===== config.mk =====
export PLATFORM = sky130hd
export DESIGN_NAME = dco_bank_ctrl_flat
export DESIGN_NICKNAME = d
export VERILOG_FILES = /design/src/rtl/dco_bank_ctrl_if.sv /design/src/rtl/dco_bank_ctrl.sv /design/src/flat_wrapper.sv
export SDC_FILE = /design/constraint.sdc
export NUM_CORES = 1
export LEC_CHECK = 0
export BUFFER_PORTS_ARGS = -buffer_cell sky130_fd_sc_hd__buf_2
export CORE_MARGIN = 2
export CORE_UTILIZATION = 35
export CTS_CLUSTER_DIAMETER = 80
export DETAILED_ROUTE_END_ITERATION = 10
export GPL_ROUTABILITY_DRIVEN = 0
export PLACE_DENSITY = 0.55
export SLEW_MARGIN = 20
export SYNTH_ARGS = -nofsm -noshare
export SYNTH_HDL_FRONTEND = slang
export SYNTH_SLANG_ARGS = --single-unit

===== constraint.sdc =====
create_clock -name clk -period 12.4 [get_ports clk]
set_input_delay 2.48 -clock clk [delete_from_list [all_inputs] [get_ports clk]]
set_output_delay 2.48 -clock clk [all_outputs]
set_load 0.1 [all_outputs]

===== src/rtl/dco_bank_ctrl_if.sv =====
// Request/response bundle between the ADPLL normalisation logic and one DCO bank controller.
// The master drives a code request; the slave returns the applied code and the cell-select matrix.
interface dco_bank_ctrl_if #(
  parameter int unsigned ROWS = 16,
  parameter int unsigned COLS = 16,
  parameter int unsigned W    = $clog2(ROWS*COLS+1)
);
  logic [W-1:0]    code_i;
  logic            code_valid;
  logic            code_ready;
  logic            jump;
  logic [ROWS-1:0] rall;
  logic [ROWS-1:0] row;
  logic [COLS-1:0] col;
  logic [W-1:0]    code_o;
  logic            busy;

  modport master (
    output code_i, code_valid, jump,
    input  code_ready, rall, row, col, code_o, busy
  );

  modport slave (
    input  code_i, code_valid, jump,
    output code_ready, rall, row, col, code_o, busy
  );
endinterface


===== src/rtl/dco_bank_ctrl.sv =====
// DCO capacitor-bank controller: maps a bank code onto the row-all/row/column select matrix,
// applying requests immediately (jump) or rate-limited (slew), followed by a settle window.
module dco_bank_ctrl #(
  parameter int unsigned ROWS       = 16,
  parameter int unsigned COLS       = 16,
  parameter int unsigned W          = $clog2(ROWS*COLS+1),
  parameter int unsigned MAX_STEP   = 4,
  parameter int unsigned STEP_DIV   = 2,
  parameter int unsigned SETTLE_CYC = 3
) (
  input logic            clk,
  input logic            rst,
  dco_bank_ctrl_if.slave bus
);

  localparam int unsigned CELLS      = ROWS * COLS;
  localparam int unsigned STEP_CLAMP = (MAX_STEP > CELLS) ? CELLS : MAX_STEP;
  localparam int unsigned DIV_W      = (STEP_DIV > 1) ? $clog2(STEP_DIV) : 1;
  localparam int unsigned SET_W      = (SETTLE_CYC > 1) ? $clog2(SETTLE_CYC) : 1;
  localparam int unsigned DIV_LAST   = (STEP_DIV > 0) ? STEP_DIV - 1 : 0;
  localparam int unsigned SET_LAST   = (SETTLE_CYC > 0) ? SETTLE_CYC - 1 : 0;

  localparam logic [1:0] IDLE   = 2'd0;
  localparam logic [1:0] SLEW   = 2'd1;
  localparam logic [1:0] SETTLE = 2'd2;
  // A zero-length settle window returns straight to IDLE once the code lands.
  localparam logic [1:0] POST   = (SETTLE_CYC == 0) ? IDLE : SETTLE;

  logic [1:0]       state_q, state_d;
  logic [W-1:0]     code_q, code_d;
  logic [W-1:0]     target_q, target_d;
  logic [DIV_W-1:0] div_q, div_d;
  logic [SET_W-1:0] settle_q, settle_d;

  logic [W-1:0]     sat_code;
  logic [W-1:0]     diff;
  logic [W-1:0]     step;
  logic [W-1:0]     next_code;
  logic             going_up;

  logic [ROWS-1:0]  rall_d;
  logic [ROWS-1:0]  row_d;
  logic [COLS-1:0]  col_d;

  // Saturated request and one rate-limited step from the current code toward the target.
  always_comb begin
    sat_code  = (bus.code_i > W'(CELLS)) ? W'(CELLS) : bus.code_i;
    going_up  = target_q > code_q;
    diff      = going_up ? (target_q - code_q) : (code_q - target_q);
    step      = (diff > W'(STEP_CLAMP)) ? W'(STEP_CLAMP) : diff;
    next_code = going_up ? (code_q + step) : (code_q - step);
  end

  // Next-state logic.
  always_comb begin
    state_d  = state_q;
    code_d   = code_q;
    target_d = target_q;
    div_d    = div_q;
    settle_d = settle_q;
    case (state_q)
      IDLE: begin
        if (bus.code_valid && bus.code_ready) begin
          target_d = sat_code;
          if (bus.jump || (sat_code == code_q)) begin
            code_d   = sat_code;
            state_d  = POST;
            settle_d = '0;
          end else begin
            state_d = SLEW;
            div_d   = '0;
          end
        end
      end
      SLEW: begin
        if (div_q == DIV_W'(DIV_LAST)) begin
          div_d  = '0;
          code_d = next_code;
          if (next_code == target_q) begin
            state_d  = POST;
            settle_d = '0;
          end
        end else begin
          div_d = div_q + DIV_W'(1);
        end
      end
      SETTLE: begin
        if (settle_q == SET_W'(SET_LAST)) begin
          state_d = IDLE;
        end else begin
          settle_d = settle_q + SET_W'(1);
        end
      end
      default: state_d = IDLE;
    endcase
  end

  // Thermometer decode of the next code so the matrix lands on the same edge as code_o.
  always_comb begin
    rall_d = '0;
    row_d  = '0;
    col_d  = '0;
    for (int r = 0; r < int'(ROWS); r++) begin
      rall_d[r] = code_d >= W'((r + 1) * COLS);
      row_d[r]  = (code_d >= W'(r * COLS)) && (code_d < W'((r + 1) * COLS));
      for (int c = 0; c < int'(COLS); c++) begin
        if (row_d[r] && (code_d >= W'(r * COLS + c + 1))) col_d[c] = 1'b1;
      end
    end
  end

  always_ff @(posedge clk) begin
    if (rst) begin
      state_q        <= IDLE;
      code_q         <= '0;
      target_q       <= '0;
      div_q          <= '0;
      settle_q       <= '0;
      bus.code_o     <= '0;
      bus.rall       <= '0;
      bus.row        <= ROWS'(1);
      bus.col        <= '0;
      bus.busy       <= 1'b0;
      bus.code_ready <= 1'b1;
    end else begin
      state_q        <= state_d;
      code_q         <= code_d;
      target_q       <= target_d;
      div_q          <= div_d;
      settle_q       <= settle_d;
      bus.code_o     <= code_d;
      bus.rall       <= rall_d;
      bus.row        <= row_d;
      bus.col        <= col_d;
      bus.busy       <= (state_d != IDLE);
      bus.code_ready <= (state_d == IDLE);
    end
  end

endmodule


===== src/flat_wrapper.sv =====
// flat-port wrapper written by rule: the top's interface ports become plain ports
module dco_bank_ctrl_flat 
#(
  parameter int unsigned ROWS       = 16,
  parameter int unsigned COLS       = 16,
  parameter int unsigned W          = $clog2(ROWS*COLS+1),
  parameter int unsigned MAX_STEP   = 4,
  parameter int unsigned STEP_DIV   = 2,
  parameter int unsigned SETTLE_CYC = 3
)
  (clk, rst, bus_code_i, bus_code_valid, bus_jump, bus_code_ready, bus_rall, bus_row, bus_col, bus_code_o, bus_busy);
  dco_bank_ctrl_if #(.ROWS(ROWS), .COLS(COLS), .W(W)) bus_i ();
  input logic clk;
  input logic rst;
  input wire logic [$bits(bus_i.code_i)-1:0] bus_code_i;
  input wire logic [$bits(bus_i.code_valid)-1:0] bus_code_valid;
  input wire logic [$bits(bus_i.jump)-1:0] bus_jump;
  output wire logic [$bits(bus_i.code_ready)-1:0] bus_code_ready;
  output wire logic [$bits(bus_i.rall)-1:0] bus_rall;
  output wire logic [$bits(bus_i.row)-1:0] bus_row;
  output wire logic [$bits(bus_i.col)-1:0] bus_col;
  output wire logic [$bits(bus_i.code_o)-1:0] bus_code_o;
  output wire logic [$bits(bus_i.busy)-1:0] bus_busy;
  assign bus_i.code_i = bus_code_i;
  assign bus_i.code_valid = bus_code_valid;
  assign bus_i.jump = bus_jump;
  assign bus_code_ready = bus_i.code_ready;
  assign bus_rall = bus_i.rall;
  assign bus_row = bus_i.row;
  assign bus_col = bus_i.col;
  assign bus_code_o = bus_i.code_o;
  assign bus_busy = bus_i.busy;
  dco_bank_ctrl #(.ROWS(ROWS), .COLS(COLS), .W(W), .MAX_STEP(MAX_STEP), .STEP_DIV(STEP_DIV), .SETTLE_CYC(SETTLE_CYC)) u_core (.clk(clk), .rst(rst), .bus(bus_i));
endmodule

# Word-level counts from Yosys, hierarchy flattened
# Cells that the tools add are included.
[word_totals]
elab_cells = 865
in_bits = 13
output_inout_bits = 59
reg_bits = 73
[op_classes]
magnitude_cmp = 276
eq_ne = 11
muxes = 280
reduce_logical = 282
n_addsub = 6
[op_table]
columns = ["op", "n"]
rows = [
  [">= comparator 9 x 8 -> 1 bit, second input constant", 128],
  [">= comparator 9 x 7 -> 1 bit, second input constant", 64],
  [">= comparator 9 x 6 -> 1 bit, second input constant", 32],
  ["logical AND 1 bit", 273],
  ["2-to-1 mux 1 bit", 259],
  [">= comparator 9 x 5 -> 1 bit, second input constant", 16],
  [">= comparator 9 x 4 -> 1 bit, second input constant", 8],
  ["less-than comparator 9 x 8 -> 1 bit, second input constant", 8],
  ["2-to-1 mux 9 bit", 7],
  [">= comparator 9 x 3 -> 1 bit, second input constant", 4],
  ["less-than comparator 9 x 7 -> 1 bit, second input constant", 4],
  ["subtractor 9 bit", 3],
  ["2-to-1 mux 2 bit", 10],
  ["equality test 9 bit", 2],
  [">= comparator 9 x 1 -> 1 bit, second input constant", 2],
  [">= comparator 9 x 2 -> 1 bit, second input constant", 2],
  ["less-than comparator 9 x 6 -> 1 bit, second input constant", 2],
  ["case mux 9 bit (2 select lines)", 1],
  ["case mux 2 bit (3 select lines)", 2],
  ["adder 9 bit", 1],
  [">= comparator 9 bit, second input constant", 1],
  ["> comparator 9 x 3 -> 1 bit, second input constant", 1],
  ["> comparator 9 bit", 1],
  ["> comparator 9 bit, second input constant", 1],
  ["other kinds (16)", 23],
]

# Depth between registers and ports, before layout
[depth]
depth_word = 27
mapped_depth = 34
mapped_depth_nobuf = 32

# Worst setup path before layout
# No wires, ideal clock.
[synth_timing]
path_kind = "reg2reg"
startpoint = "register u_core.bus.code_o[1] (netlist name)"
endpoint = "register u_core.bus.col[2]"
period_less_slack_ps = 7600
t_required_ps = 12267
path_slack_ps = 4800
setup_time_ps = 133
stages_incl_launch_ff = 32
n_path_buf = 2
arrival_ps = 7468
path_cell_list = "dfxtp_1 > inv_1 > ha_1 > nor2b_1 > o2111ai_1 > nand2_1 > a32o_1 > a221oi_1 > mux2i_1 > o311a_2 > nor4_1 > o21ai_0 > nor2_1 > inv_1 > ha_1 > a21boi_0 > or4b_4 > o21a_4 > inv_1 > ha_1 > and2_1 > a311oi_1 > a21oi_1 > xnor2_1 > o211ai_1 > clkbuf_1 > clkbuf_1 > o21ai_0 > o2111ai_1 > o311ai_0 > a21oi_1 > a31oi_1"
[synth_lines]
columns = ["element", "line_no", "rtl"]
rows = [
  ["to (signal assigned)", "dco_bank_ctrl.sv:134", "bus.col <= col_d;"],
  ["to (decl)", "dco_bank_ctrl_if.sv:25", "output code_ready, rall, row, col, code_o, busy"],
]

==> metrics.log <==
INFO  metric chipWidth = 134.4 um
INFO  metric cts_hold_fix_bufs = 0
INFO  metric number_of_antenna_violations_at_the_first_check_in_global_routing = 0
INFO  metric syn_avg_cell_area = 7.287 um^2
INFO  metric layout.area.seq = 1461 um^2
INFO  metric grt.met1_usage = 0.3091
INFO  metric tritoncts.num_buffers = 9
INFO  metric multiInputGateArea = approximately 4200 um^2
INFO  metric crit_slowest_cell = sky130_fd_sc_hd__o211a_1
INFO  metric fp.coreArea = 16580 um^2
INFO  metric gr-usage-all-layers = 0.2408
INFO  metric cts_htree_levels = 3
INFO  metric p_int = 0.0007545 W
INFO  metric cts.root.buffer_cell = sky130_fd_sc_hd__clkbuf_16
INFO  metric synthesis.instances = 817
INFO  metric drive_gt1_frac = 0.1501
INFO  metric postSynthNetCount = 860
INFO  metric floorplan.die.height = 134.4 um
INFO  metric share_clk_of_total_power = 0.144
INFO  metric synth-edff-count = 0
INFO  metric antenna_left = 0
INFO  metric ys_seq_elements = 73
INFO  metric power-per-cell-area = 254.9 nW/um^2
INFO  metric largest_stage_delay_worst_path = approximately 0.62 ns
INFO  metric postCtsResizedCells = 0
INFO  metric power.ir.vdd_worst = 0.1451 mV
INFO  metric power_frac_comb = 0.677
INFO  metric final_count_of_pins_violating_max_slew = 0
INFO  metric min_tclk_post_route = ~8.2 ns
INFO  metric grt_setup_unrepaired = false
INFO  metric drc = 0
INFO  metric power_switching_share = 0.5623
INFO  metric synth-main-ff-cell = sky130_fd_sc_hd__dfxtp_1
INFO  metric worstMarginPinSlew = around 1.1 ns
INFO  metric power.net_switching = 0.0009693 W
INFO  metric critical_path_peak_fanout = 19
INFO  metric gr-total-overflow = 0
INFO  metric average_wire_per_cell_in_the_routed_design = 20.20 um
INFO  metric run_status = complete, no violations
INFO  metric yosys_warnings = 0
INFO  metric row_count = 47
INFO  metric clock_skew_after_layout = 0.01503 ns
INFO  metric num_antenna_cells = 0
INFO  metric worst-endpoint-required = 12.59 ns
INFO  metric clk_path_buf_depth = 2
INFO  metric clkSlewWorstSetupHoldPaths = approximately 0.070 ns
INFO  metric top_level_ports = a little over 70
INFO  metric drt_first_pass_iters = 6
INFO  metric initial_core_util = 0.3590
INFO  metric fillerInstances = 1787
INFO  metric synth-async-reset-ratio = 0
INFO  metric min_path_type = reg -> reg
INFO  metric finalWirelength = approximately 22000 um
INFO  metric detailedPlacementHpwl = 15530 um
INFO  metric post-cts-setup-buffers = 0
INFO  metric final_nets = 904
INFO  metric first_pass_grt_wire_length = approximately 34000 um
INFO  metric maxSlewHeadroom = 0.2336
INFO  metric grt_start_max_net_pins = 65
INFO  metric cts.sink_count = 73
INFO  metric tns = 0 ns
INFO  metric detailroute.via_count = roughly 6700
INFO  metric netlist-cell-type-count = 84
INFO  metric grt.busiest_layer = met2
INFO  metric cts_tree = done
INFO  metric cellLeakagePower = 2.708 nW
INFO  metric critPathLaunchType = flop
INFO  metric max-cap-violations = 0
INFO  metric detail_route.vias_per_cell = 6.151
INFO  metric gr-usage-met2 = 0.3903
INFO  metric syn_to_final_growth = 13.58%
INFO  metric startpoint_to_endpoint_class_of_the_critical_path = reg -> reg
INFO  metric design.die.area = 18070 um^2
INFO  metric portBuffers = 71
INFO  metric syn_area = 5953 um^2
INFO  metric max_clock_freq = 122.4 MHz
INFO  metric number_of_global_route_vias_before_repair = 6307
INFO  metric critPathCaptureType = flop
INFO  metric synth-seq-area-share = 0.2455
INFO  metric timing.final.setup_violations = 0
INFO  metric whs = 0.4789 ns
INFO  metric report.final.hold_viol_count = 0
INFO  metric clk-insertion-delay-late = 0.35 ns
INFO  metric cp_data_arrival_time = 8.35 ns
INFO  metric drtIter0Drc = 926
INFO  metric final.period_utilization = 0.6586
INFO  metric seqPwrFrac = 0.178
INFO  metric use_met3 = 0.04837
## worst max-delay path: cells and delay by family (launching register included)
| kind | cells | cell delay [ns] |
|---|---|---|
| and+or+nand+nor | 8 | 1.98 |
| AOI/OAI and AO/OA | 13 | 3.43 |
| buffers and inverters | 3 | 0.29 |
| xor gates and xnor gates | 2 | 0.61 |
| DFF | 1 | 0.53 |
| adders and majority gates | 3 | 1.08 |
| muxes | 1 | 0.07 |
## per-stage QoR
step	std cells	util	instance area, um^2	worst slack (ns)	power, W
6_report	1086	0.4077	6761	4.233	0.001724
5_1_grt	1086	0.4077	6761	3.677	0.001823
4_1_cts	1086	0.4077	6761	4.423	0.001709
3_5_place_dp	1070	0.3913	6489	4.446	0.001455
3_3_place_gp	1070	0.3913	6489	4.499	0.001462
2_1_floorplan	817	-	5953	4.800	0.001211
## final timing paths
path / cells past startpoint / slack, ns / end / startpoint
worst min-delay path: 2 / 0.48 / u_core.settle_q[1] / u_core.settle_q[1]
worst max register to register: 30 / 4.23 / u_core.bus.col[12] / u_core.bus.code_o[4]
worst max-delay path: 30 / 4.23 / u_core.bus.col[12] / u_core.bus.code_o[4]
worst min register to register: 2 / 0.48 / u_core.settle_q[1] / u_core.settle_q[1]
## placed cells by master, fill, tap and decap left out, drive strengths merged, types with 12 or more instances in the layout
cell type and count:
o21ai 44, nor4 16, nand4 12, inv 29
buf 87, a211oi 12, dfxtp 73, nand3 30
nor2 107, a31oi 21, ha 27, nand2b 13
nor3 31, o21a 13, nor2b 15, xnor2 20
nand2 76, a21oi 59
## layout make-up
type | instances | share of cell area
Timing Repair Buffer | 87 | 0.07032
Clock buffer | 10 | 0.03386
Multi-Input combinational cell | 662 | 0.6170
Sequential cell | 73 | 0.2161
Tap cell | 220 | 0.04071
Inverter | 28 | 0.01554
Clock inverter | 6 | 0.006477
## power by group through the flow
stage	sequential [W]	clock (W)	combinational [W]
floorplan	0.000547	0	0.000664
global placement	0.000312	0	0.00115
detailed placement	0.000313	0	0.00114
CTS	0.000308	0.000254	0.00115
global route	0.000312	0.000260	0.00125
finish	0.000308	0.000249	0.00117
## synthesized netlist by cell type (4+ instances only)
master,count,share of area
sky130_fd_sc_hd__o211ai_1,7,0.0088
sky130_fd_sc_hd__nand2b_1,13,0.014
sky130_fd_sc_hd__xnor2_1,20,0.029
sky130_fd_sc_hd__a22oi_1,7,0.0088
sky130_fd_sc_hd__nand4_1,11,0.012
sky130_fd_sc_hd__or3_1,7,0.0074
sky130_fd_sc_hd__clkbuf_1,37,0.023
sky130_fd_sc_hd__and3_1,6,0.0063
sky130_fd_sc_hd__ha_1,27,0.057
sky130_fd_sc_hd__o22a_1,5,0.0074
sky130_fd_sc_hd__nor3_1,30,0.025
sky130_fd_sc_hd__o21a_1,12,0.015
sky130_fd_sc_hd__xor2_1,4,0.0059
sky130_fd_sc_hd__dfxtp_1,73,0.25
sky130_fd_sc_hd__o31ai_1,10,0.013
sky130_fd_sc_hd__o21ai_0,41,0.034
sky130_fd_sc_hd__o21bai_1,4,0.0050
sky130_fd_sc_hd__nand2_1,75,0.047
sky130_fd_sc_hd__buf_4,4,0.0050
sky130_fd_sc_hd__inv_1,28,0.018
sky130_fd_sc_hd__a21o_1,10,0.013
sky130_fd_sc_hd__a211oi_1,12,0.015
sky130_fd_sc_hd__a2111oi_0,9,0.013
sky130_fd_sc_hd__o2111ai_1,5,0.0074
sky130_fd_sc_hd__nor4_1,15,0.016
sky130_fd_sc_hd__or2_2,6,0.0063
sky130_fd_sc_hd__mux2i_1,9,0.015
sky130_fd_sc_hd__nand3_1,30,0.025
sky130_fd_sc_hd__nor2b_1,15,0.016
sky130_fd_sc_hd__a32oi_1,4,0.0059
sky130_fd_sc_hd__and2_1,5,0.0053
sky130_fd_sc_hd__a31oi_1,21,0.022
sky130_fd_sc_hd__buf_2,10,0.0084
sky130_fd_sc_hd__o31a_1,4,0.0059
sky130_fd_sc_hd__a21oi_1,58,0.049
sky130_fd_sc_hd__nor2_1,106,0.067
sky130_fd_sc_hd__o22ai_1,7,0.0074
## layer usage
metal,share of wire,vias up
li1,-,3109
met1,0.41,3103
met2,0.46,385
met3,0.085,83
met4,0.045,0
met5,0,-
## kinds of logic (layout without fill, tap and decap cells)
kind of cell    after synthesis  count (layout)  synth area share
simple gates                338             338            0.2770
fa+ha+maj                    30              30           0.06683
xor+xnor                     24              24           0.03531
mux                          10              10           0.01702
other cells                   1               1         0.0006299
buf+inv                      82             131           0.05633
flops                        73              73            0.2455
compound gates              259             259            0.3014
## sequential cells by signal, summed over array words and instances, names as in the netlist
name,cells
u_core.bus.col,16
u_core.bus.rall,16
u_core.bus.row,16
u_core.bus.code_o,9
u_core.target_q,9
u_core.settle_q,2
u_core.state_q,2
u_core.bus.busy,1
u_core.bus.code_ready,1
u_core.div_q,1
(Power assumes the default switching activity.)
